## src/rtl/bcd_pkg.sv

```systemverilog
// Types and constants shared by the BCD <-> binary converters.
package bcd_pkg;

    typedef enum logic [1:0] {
        IDLE,
        CONVERT,
        SCALE,
        DONE
    } b2b_state_t;

    localparam logic [3:0] BCD_MAX = 4'd9;

endpackage

```

## src/rtl/bcd_digit_adjust.sv

```systemverilog
// One digit of reverse double-dabble: after a right shift, a digit of 8 or more
// picked up a borrowed 8 that really stands for 5, so it is reduced by 3.
module bcd_digit_adjust (
    input  logic [3:0] i_digit,
    output logic [3:0] o_digit
);

    assign o_digit = (i_digit >= 4'd8) ? (i_digit - 4'd3) : i_digit;

endmodule

```

## src/rtl/bcd_to_binary.sv

```systemverilog
// Packed BCD digits plus a decimal exponent -> saturating unsigned binary value.
// Reverse double-dabble (one bit per cycle), then one x10 per cycle.
module bcd_to_binary
    import bcd_pkg::*;
#(
    parameter int NUM_DIGITS   = 4,
    parameter int BINARY_WIDTH = 24,
    parameter int EXP_WIDTH    = 3
) (
    input  logic                    i_clk,
    input  logic                    i_reset_n,
    input  logic                    i_start,
    input  logic [3:0]              i_bcd_in [NUM_DIGITS],
    input  logic [EXP_WIDTH-1:0]    i_scale_exp,
    output logic [BINARY_WIDTH-1:0] o_binary_out,
    output logic                    o_busy,
    output logic                    o_done_flag,
    output logic                    o_invalid_flag,
    output logic                    o_overflow_flag
);

    localparam int BCD_W = 4 * NUM_DIGITS;
    localparam int IDX_W = $clog2(BCD_W + 1);
    localparam int PRD_W = BINARY_WIDTH + 4;

    b2b_state_t              r_state, r_state_next;
    logic [BCD_W-1:0]        r_bcd_shift, r_bcd_shift_next;
    logic [BCD_W-1:0]        r_bin_shift, r_bin_shift_next;
    logic [IDX_W-1:0]        r_index, r_index_next;
    logic [EXP_WIDTH-1:0]    r_exp, r_exp_next;
    logic [BINARY_WIDTH-1:0] r_acc, r_acc_next;
    logic [BINARY_WIDTH-1:0] r_binary_out, r_binary_out_next;
    logic                    r_done, r_done_next;
    logic                    r_invalid, r_invalid_next;
    logic                    r_overflow, r_overflow_next;

    logic [BCD_W-1:0]        w_bcd_packed;
    logic [NUM_DIGITS-1:0]   w_digit_bad;
    logic [BCD_W-1:0]        w_bcd_shr;
    logic [BCD_W-1:0]        w_bcd_adj;
    logic [BCD_W-1:0]        w_bin_shr;
    logic [PRD_W-1:0]        w_acc_ext;
    logic [PRD_W-1:0]        w_product;

    genvar gi;
    generate
        for (gi = 0; gi < NUM_DIGITS; gi++) begin : g_digit
            assign w_bcd_packed[4*gi +: 4] = i_bcd_in[gi];
            assign w_digit_bad[gi]         = (i_bcd_in[gi] > BCD_MAX);

            bcd_digit_adjust u_adjust (
                .i_digit (w_bcd_shr[4*gi +: 4]),
                .o_digit (w_bcd_adj[4*gi +: 4])
            );
        end
    endgenerate

    // The BCD and binary registers form one long shift register.
    assign w_bcd_shr = r_bcd_shift >> 1;
    assign w_bin_shr = {r_bcd_shift[0], r_bin_shift[BCD_W-1:1]};

    assign w_acc_ext = PRD_W'(r_acc);
    assign w_product = (w_acc_ext << 3) + (w_acc_ext << 1);

    always_comb begin
        r_state_next      = r_state;
        r_bcd_shift_next  = r_bcd_shift;
        r_bin_shift_next  = r_bin_shift;
        r_index_next      = r_index;
        r_exp_next        = r_exp;
        r_acc_next        = r_acc;
        r_binary_out_next = r_binary_out;
        r_done_next       = 1'b0;
        r_invalid_next    = r_invalid;
        r_overflow_next   = r_overflow;

        case (r_state)
            IDLE: begin
                if (i_start) begin
                    if (|w_digit_bad) begin
                        r_binary_out_next = '0;
                        r_acc_next        = '0;
                        r_invalid_next    = 1'b1;
                        r_overflow_next   = 1'b0;
                        r_state_next      = DONE;
                    end else begin
                        r_bcd_shift_next = w_bcd_packed;
                        r_bin_shift_next = '0;
                        r_index_next     = IDX_W'(BCD_W);
                        r_exp_next       = i_scale_exp;
                        r_invalid_next   = 1'b0;
                        r_overflow_next  = 1'b0;
                        r_state_next     = CONVERT;
                    end
                end
            end

            CONVERT: begin
                r_bcd_shift_next = w_bcd_adj;
                r_bin_shift_next = w_bin_shr;
                r_index_next     = r_index - IDX_W'(1);
                if (r_index == IDX_W'(1)) begin
                    r_acc_next   = BINARY_WIDTH'(w_bin_shr);
                    r_state_next = (r_exp != '0) ? SCALE : DONE;
                end
            end

            SCALE: begin
                // Any bit above BINARY_WIDTH means the x10 overflowed.
                if (w_product[PRD_W-1:BINARY_WIDTH] != '0) begin
                    r_acc_next      = '1;
                    r_overflow_next = 1'b1;
                    r_state_next    = DONE;
                end else begin
                    r_acc_next = w_product[BINARY_WIDTH-1:0];
                    r_exp_next = r_exp - EXP_WIDTH'(1);
                    if (r_exp == EXP_WIDTH'(1)) begin
                        r_state_next = DONE;
                    end
                end
            end

            DONE: begin
                r_binary_out_next = r_invalid ? '0 : r_acc;
                r_done_next       = 1'b1;
                r_state_next      = IDLE;
            end

            default: r_state_next = IDLE;
        endcase
    end

    always_ff @(posedge i_clk or negedge i_reset_n) begin
        if (!i_reset_n) begin
            r_state      <= IDLE;
            r_bcd_shift  <= '0;
            r_bin_shift  <= '0;
            r_index      <= '0;
            r_exp        <= '0;
            r_acc        <= '0;
            r_binary_out <= '0;
            r_done       <= 1'b0;
            r_invalid    <= 1'b0;
            r_overflow   <= 1'b0;
        end else begin
            r_state      <= r_state_next;
            r_bcd_shift  <= r_bcd_shift_next;
            r_bin_shift  <= r_bin_shift_next;
            r_index      <= r_index_next;
            r_exp        <= r_exp_next;
            r_acc        <= r_acc_next;
            r_binary_out <= r_binary_out_next;
            r_done       <= r_done_next;
            r_invalid    <= r_invalid_next;
            r_overflow   <= r_overflow_next;
        end
    end

    assign o_binary_out    = r_binary_out;
    assign o_busy          = (r_state != IDLE);
    assign o_done_flag     = r_done;
    assign o_invalid_flag  = r_invalid;
    assign o_overflow_flag = r_overflow;

endmodule

```

## config.mk

```make
export PLATFORM = sky130hd
export DESIGN_NAME = bcd_to_binary
export DESIGN_NICKNAME = d
export VERILOG_FILES = /design/src/rtl/bcd_pkg.sv /design/src/rtl/bcd_digit_adjust.sv /design/src/rtl/bcd_to_binary.sv
export SDC_FILE = /design/constraint.sdc
export NUM_CORES = 1
export LEC_CHECK = 0
export CORE_MARGIN = 4
export CORE_UTILIZATION = 40
export DETAILED_ROUTE_END_ITERATION = 8
export PLACE_DENSITY_LB_ADDON = 0.1
export SLEW_MARGIN = 20
export SYNTH_ARGS = -nofsm -noshare
export SYNTH_HDL_FRONTEND = slang
export SYNTH_SLANG_ARGS = --single-unit
export TNS_END_PERCENT = 50
```

## constraint.sdc

```tcl
create_clock -name i_clk -period 7.1 [get_ports i_clk]
set_input_delay 1.775 -clock i_clk [delete_from_list [all_inputs] [get_ports i_clk]]
set_output_delay 1.775 -clock i_clk [all_outputs]
set_load 0.05 [all_outputs]
```

* Yosys cells after proc, flatten, opt, wreduce, memory -nomap -nowiden
Cells that the tools add are included.
Word-level totals: bits in registers 93, input bits 22, logic and storage cells 89, bits in latches 0, output and inout port bits 28, memories 0, ROM bits 0, RAM bits 0
Cells by class: bitwise operators 0, shifts and indexed selects 0, mux-type cells 36, $mul 0, order comparisons 8, add/sub/neg operators 7, equality and inequality tests 12, reductions and logical operators 16, divide/modulo/power cells 0
Operators with widths (count):
- $mux 24 | 5
- $pmux 24 s3 | 1
- $mux 16 | 4
- $pmux 16 s2 | 2
- $pmux 24 s2 | 1
- $add 27x25->28 | 1
- $gt 4x4->1 const B | 4
- $mux 4 | 4
- $ge 4x4->1 const B | 3
- $ne 2x2->1 const B | 6
- $reduce_and 3->1 | 4
- $sub 4x2->4 const B | 3
- $mux 2 | 5
- $mux 5 | 2
- $pmux 5 s2 | 1
- $mux 3 | 3
- $pmux 2 s4 | 1
- $reduce_and 4->1 | 2
- $reduce_bool 2->1 | 4
- $pmux 3 s2 | 1
- $reduce_bool 3->1 | 2
- $eq 5x1->1 const B | 1
- $mux 1 | 5
- $sub 5x1->5 const B | 1
- 12 further kinds | 13

* Logic depth before layout (Yosys ltp)
depth in word-level cells 5, depth in mapped cells 13, gate-level depth less buffers 12

* Modules after synthesis
From an unflattened synthesis, not the netlist that was laid out.
Second synthesis, totals: cell total of the unflattened synthesis 690, area total of the unflattened synthesis 5856.9 sq um
Modules (own cells, without submodules):
- bcd_to_binary | area an instance 5551.6 sq um, cells an instance 646, seq. area each 2302.2 sq um, times used 1
- bcd_digit_adjust | area an instance 76.3 sq um, cells an instance 11, seq. area each 0.0 sq um, times used 4

* Least setup slack after synthesis
No wires, ideal clock.
path kind in2reg, from input i_bcd_in[14] in the netlist's numbering, to register r_index[3], data arrival time 3.506 ns, required time 6.963 ns, path slack 3.457 ns, library setup time 0.137 ns, buffers on the path 2, cell stages on the path 11, cells stage by stage o21ai_0 nand4_1 or2_2 clkbuf_1 nand2_1 and2_1 clkbuf_1 nor2_1 nor4_1 xnor2_1 nor2_1
Between the ends: cells in the longest elaborated chain, start to end 4
RTL lines:
- from (decl) | RTL line bcd_to_binary.sv:13 | input logic [3:0] i_bcd_in [NUM_DIGITS],
- $gt 4x4->1 | RTL line bcd_to_binary.sv:49 | assign w_digit_bad[gi] = (i_bcd_in[gi] > BCD_MAX);
- $reduce_or 4->1 | RTL line bcd_to_binary.sv:80 | if (|w_digit_bad) begin
- $ne 2x2->1 (no source line)
- $reduce_and 3->1 (no source line)
- to (signal assigned) | RTL line bcd_to_binary.sv:149 | r_index <= r_index_next;
- to (decl) | RTL line bcd_to_binary.sv:29 | logic [IDX_W-1:0] r_index, r_index_next;
Every way passes these cells. A chain may end at the register's enable or synchronous reset.

* Final worst setup path
from input i_bcd_in[10] in the netlist's numbering, to register r_index[4]
The elaborated chain is that of the path after synthesis.

==> reports/qor.log <==
INFO  critical_path  reg2reg_setup_slack=3.45ns
INFO  floorplan      core_region_area=13500um2
INFO  cts            clock_latency_on_the_worst_skew_pair=0.36ns
INFO  global_routing antenna_found_initial=0
INFO  synth          synth_most_common_cell=nand2_1
INFO  global_routing grt_pass1_vias=4533
INFO  cts            clock_sinks=92
INFO  critical_path  cp_launch_type=primary input
INFO  finish         drive_above_1_share=5.01%
INFO  critical_path  required_time_of_the_critical_path=7.32ns
INFO  synth          cell_area_after_technology_mapping=5560um2
INFO  critical_path  crit_path_frequent_cell=nand2_1
INFO  power          leakage=2.85nW
INFO  synth          post_synth_num_cell_types=56
INFO  timing         worst_pin_slew=0.735ns
INFO  global_routing grt-ovfl-total=0
INFO  detailed_routing routed_wire_length_per_instance=16.3um
INFO  worst_hold_path min_path_type=flip-flop to flip-flop
INFO  timing         rsz0062_at_grt=no
INFO  cts            quantity_of_gates_resized_following_cts=0
INFO  detailed_routing drtIter0Drc=260
INFO  finish         postLayoutCellArea=6490um2
INFO  global_routing grt_usage=18.1%
INFO  critical_path  startpoint_of_the_most_critical_register_to_register_path=r_acc[13]$_DFFE_PN0P_
INFO  critical_path  crit_type=primary input to flip-flop
INFO  critical_path  timing.critical_path.fanout_max=25
INFO  detailed_routing detail-route-antenna-nets=0
INFO  detailed_routing dr.pass1.iters=5
INFO  critical_path  cp.depth=10
INFO  synth          ys_top_cells_by_area=dfrtp_1, nand2_1, ha_1
INFO  cts            cts.htree.levels=3
INFO  power          pwr_dens=414nW/um2
INFO  timing         final_min_period_over_clock_period=68.0%
INFO  synth          syn_nets=707
INFO  synth          synth_seq_area_share=41.4%
INFO  synth          ys_dominant_reg_cell=dfrtp_1
INFO  global_routing grt_max_degree=55
INFO  finish         fillerInstances=1362
INFO  cts            tritoncts=built
INFO  cts            post-cts-setup-buffer-count=0
INFO  synth          netlist.top_cell.by_area=dfrtp_1
INFO  cts            cts-root-to-sink-buffers=2
INFO  detailed_routing routed_via_density=5.38
INFO  timing         fin_tns_setup=0ns
INFO  synth          synth_async_reset_ratio=100%
INFO  timing         finalMaxSlewViolations=0
INFO  cts            root_buffer=clkbuf_16
INFO  worst_hold_path worst_hold_launch=o_binary_out[0]$_DFFE_PN0P_
INFO  floorplan      fp-row-count=42
INFO  synth          yosysTopAreaCellShare=41.4%
INFO  floorplan      dieArea=15900um2
INFO  status         run_status=finished, final reports clean
INFO  floorplan      io-pin-count=50
INFO  synth          postSynthRegisterBits=92
INFO  synth          synth_common_cells=nand2_1, dfrtp_1, o21ai_0, a21oi_1, ha_1
INFO  detailed_routing route.vias.total=4596
INFO  timing         worst_rel_slew_slack=49.7%
INFO  place          gp_congestion=0.831
INFO  synth          syn_avg_cell_area=8.60um2
INFO  global_routing grt_first_pass_wirelength=23500um
INFO  floorplan      die_x=126um
INFO  critical_path  worst_path_max_delay_cell=nand2_1
INFO  cts            tritoncts.num_buffers=9
INFO  detailed_routing postRouteWirelength=14000um
INFO  critical_path  crit_chain=clkdlybuf4s50_1 > o21ai_0 > nand4_1 > or2_2 > nand2_1 > nand2_1 > nand2_1 > nand3_1 > xor2_1 > o21ai_0
INFO  critical_path  timing.critical_path.to=r_index[4]$_DFFE_PN0P_
INFO  place          placed_cell_area=6150um2
INFO  finish         nNetsFinal=734
INFO  place          io_buffer_count=49
INFO  synth          synth_edf_count=0
INFO  timing         maxClockFrequency=207MHz
INFO  timing         hold_viol_final=0
INFO  critical_path  timing.critical_path.buf_inv=1
INFO  timing         post-route-min-period=4.83ns
INFO  floorplan      die_h=126um
INFO  critical_path  r2r_cells=9
INFO  run            cap_violations=0
INFO  finish         area_delta_synth_final=16.8%
INFO  floorplan      initial_utilization=41.3%
INFO  detailed_routing drt_drc_violations_left=0
INFO  critical_path  end_kind=flip-flop
INFO  synth          ys_warn_count=0
INFO  finish         insertedDiodeCount=0
INFO  cts            cts.hold.buffers_added=0
INFO  place          hpwlAfterDp=10100um
INFO  synth          synth_cells=647
INFO  timing         setup_violations=0
INFO  critical_path  maximum_cell_stage_delay_along_the_critical_path=0.59ns
INFO  power          worst_supply_voltage_drop_on_vdd=0.158mV
INFO  critical_path  timing.critical_path.from=i_bcd_in[10]
INFO  critical_path  critical-path-top-delay-family=simple AND/OR/NAND/NOR gates
INFO  critical_path  worst-endpoint-arrival=5.05ns
INFO  critical_path  worst_r2r_endpoint=r_exp[2]$_DFFE_PN0P_
INFO  timing         skew=0.0127ns
INFO  cts            clk_pin_slew=0.06ns
[report_power, final]
part | switching (mW) | total (mW) | internal (mW)
combinational | 0.837 | 1.32 | 0.483
sequential | 0.168 | 0.847 | 0.679
clock | 0.212 | 0.520 | 0.307
[state kept, by name (all words and copies together) (netlist names)]
name,count
o_binary_out,24
o_overflow_flag,1
o_invalid_flag,1
r_acc,24
r_bin_shift,15
r_exp,3
r_state,2
r_index,5
r_bcd_shift,16
o_done_flag,1
[cells in the final DEF (no fill, tap or decap), types with 2 or more instances in the layout]
cell type,netlist,routed
nand2_1,133,133
dfrtp_1,92,92
o21ai_0,66,66
a21oi_1,51,50
clkdlybuf4s50_1,0,48
ha_1,37,37
inv_1,27,27
nor2_1,28,27
nand3_1,23,23
xnor2_1,21,21
mux2i_1,11,11
o221ai_1,9,9
a21o_1,9,9
clkbuf_16,0,9
o21a_1,8,8
a22oi_1,8,8
nor2b_1,7,7
o211ai_1,7,7
nor3_1,7,7
a31oi_1,5,5
xor2_1,5,5
or2_2,4,4
a211oi_1,4,4
o31ai_1,4,4
o21bai_1,4,4
buf_4,0,4
nand4_1,3,3
and2_1,3,3
a2111oi_0,3,3
clkinv_2,0,3
a21oi_4,1,2
or3_1,2,2
nand3b_1,2,2
a211o_1,2,2
a221oi_1,2,2
nor4_1,2,2
bufinv_16,0,2
[worst min path at each step]
stage	to	slack (ns)	cells past startpoint
5_1_grt	o_binary_out[17]$_DFFE_PN0P_	0.51	2
3_3_place_gp	o_binary_out[12]$_DFFE_PN0P_	0.46	2
2_1_floorplan	r_bcd_shift[13]$_DFFE_PN0P_	0.45	2
6_report	o_binary_out[0]$_DFFE_PN0P_	0.48	2
3_5_place_dp	o_binary_out[0]$_DFFE_PN0P_	0.47	2
4_1_cts	o_binary_out[0]$_DFFE_PN0P_	0.49	2
[per-layer routing]
metal | share of wire [%] | track usage [%] | wire length [um]
met2 | 46 | 28.1 | 6410
met3 | 3.6 | 4.28 | 507
met5 | 0 | 0 | 0
met4 | 1.2 | 3.34 | 162
met1 | 49 | 26.0 | 6880
[cells by family after synthesis]
| group | Yosys count | synth area share, % |
|---|---|---|
| AND/OR/NAND/NOR | 220 | 17.2 |
| adder cells (fa/ha/maj) | 38 | 8.68 |
| multiplexers | 12 | 2.18 |
| flip-flops | 92 | 41.4 |
| AO/OA/AOI/OAI | 195 | 21.9 |
| buffers and inverters | 64 | 4.61 |
| XOR/XNOR | 26 | 4.09 |
[worst register-to-register path, delay by kind of cell (launching register included)]
kind	cells	cell delay, ns
AO/OA/AOI/OAI	4	1.18
adder cells (fa/ha/maj)	1	0.45
flip-flops	1	0.46
multiplexers	1	0.35
AND/OR/NAND/NOR	3	1.09
[through the flow]
step / instances / hold WS (ns) / util [%] / total power [mW] / worst slack, ns
2_1_floorplan: 647 / 0.450 / - / 1.84 / 3.46
3_3_place_gp: 838 / 0.462 / 45.7 / 2.15 / 2.02
3_5_place_dp: 838 / 0.471 / 45.7 / 2.15 / 1.86
4_1_cts: 854 / 0.485 / 48.1 / 2.69 / 2.24
5_1_grt: 855 / 0.509 / 48.3 / 2.93 / 1.93
6_report: 855 / 0.476 / 48.3 / 2.69 / 2.27
[area by class of cell]
| class | instances | area (um2) | area share [%] |
|---|---|---|---|
| Clock inverter | 7 | 91.3 | 1.41 |
| Clock buffer | 9 | 225 | 3.47 |
| Tap cell | 176 | 220 | 3.39 |
| Sequential cell | 92 | 2300 | 35.4 |
| Inverter | 27 | 101 | 1.56 |
| Multi-Input combinational cell | 491 | 3020 | 46.4 |
| Timing Repair Buffer | 53 | 538 | 8.28 |
Note: power is estimated with default switching activity, not from simulation.
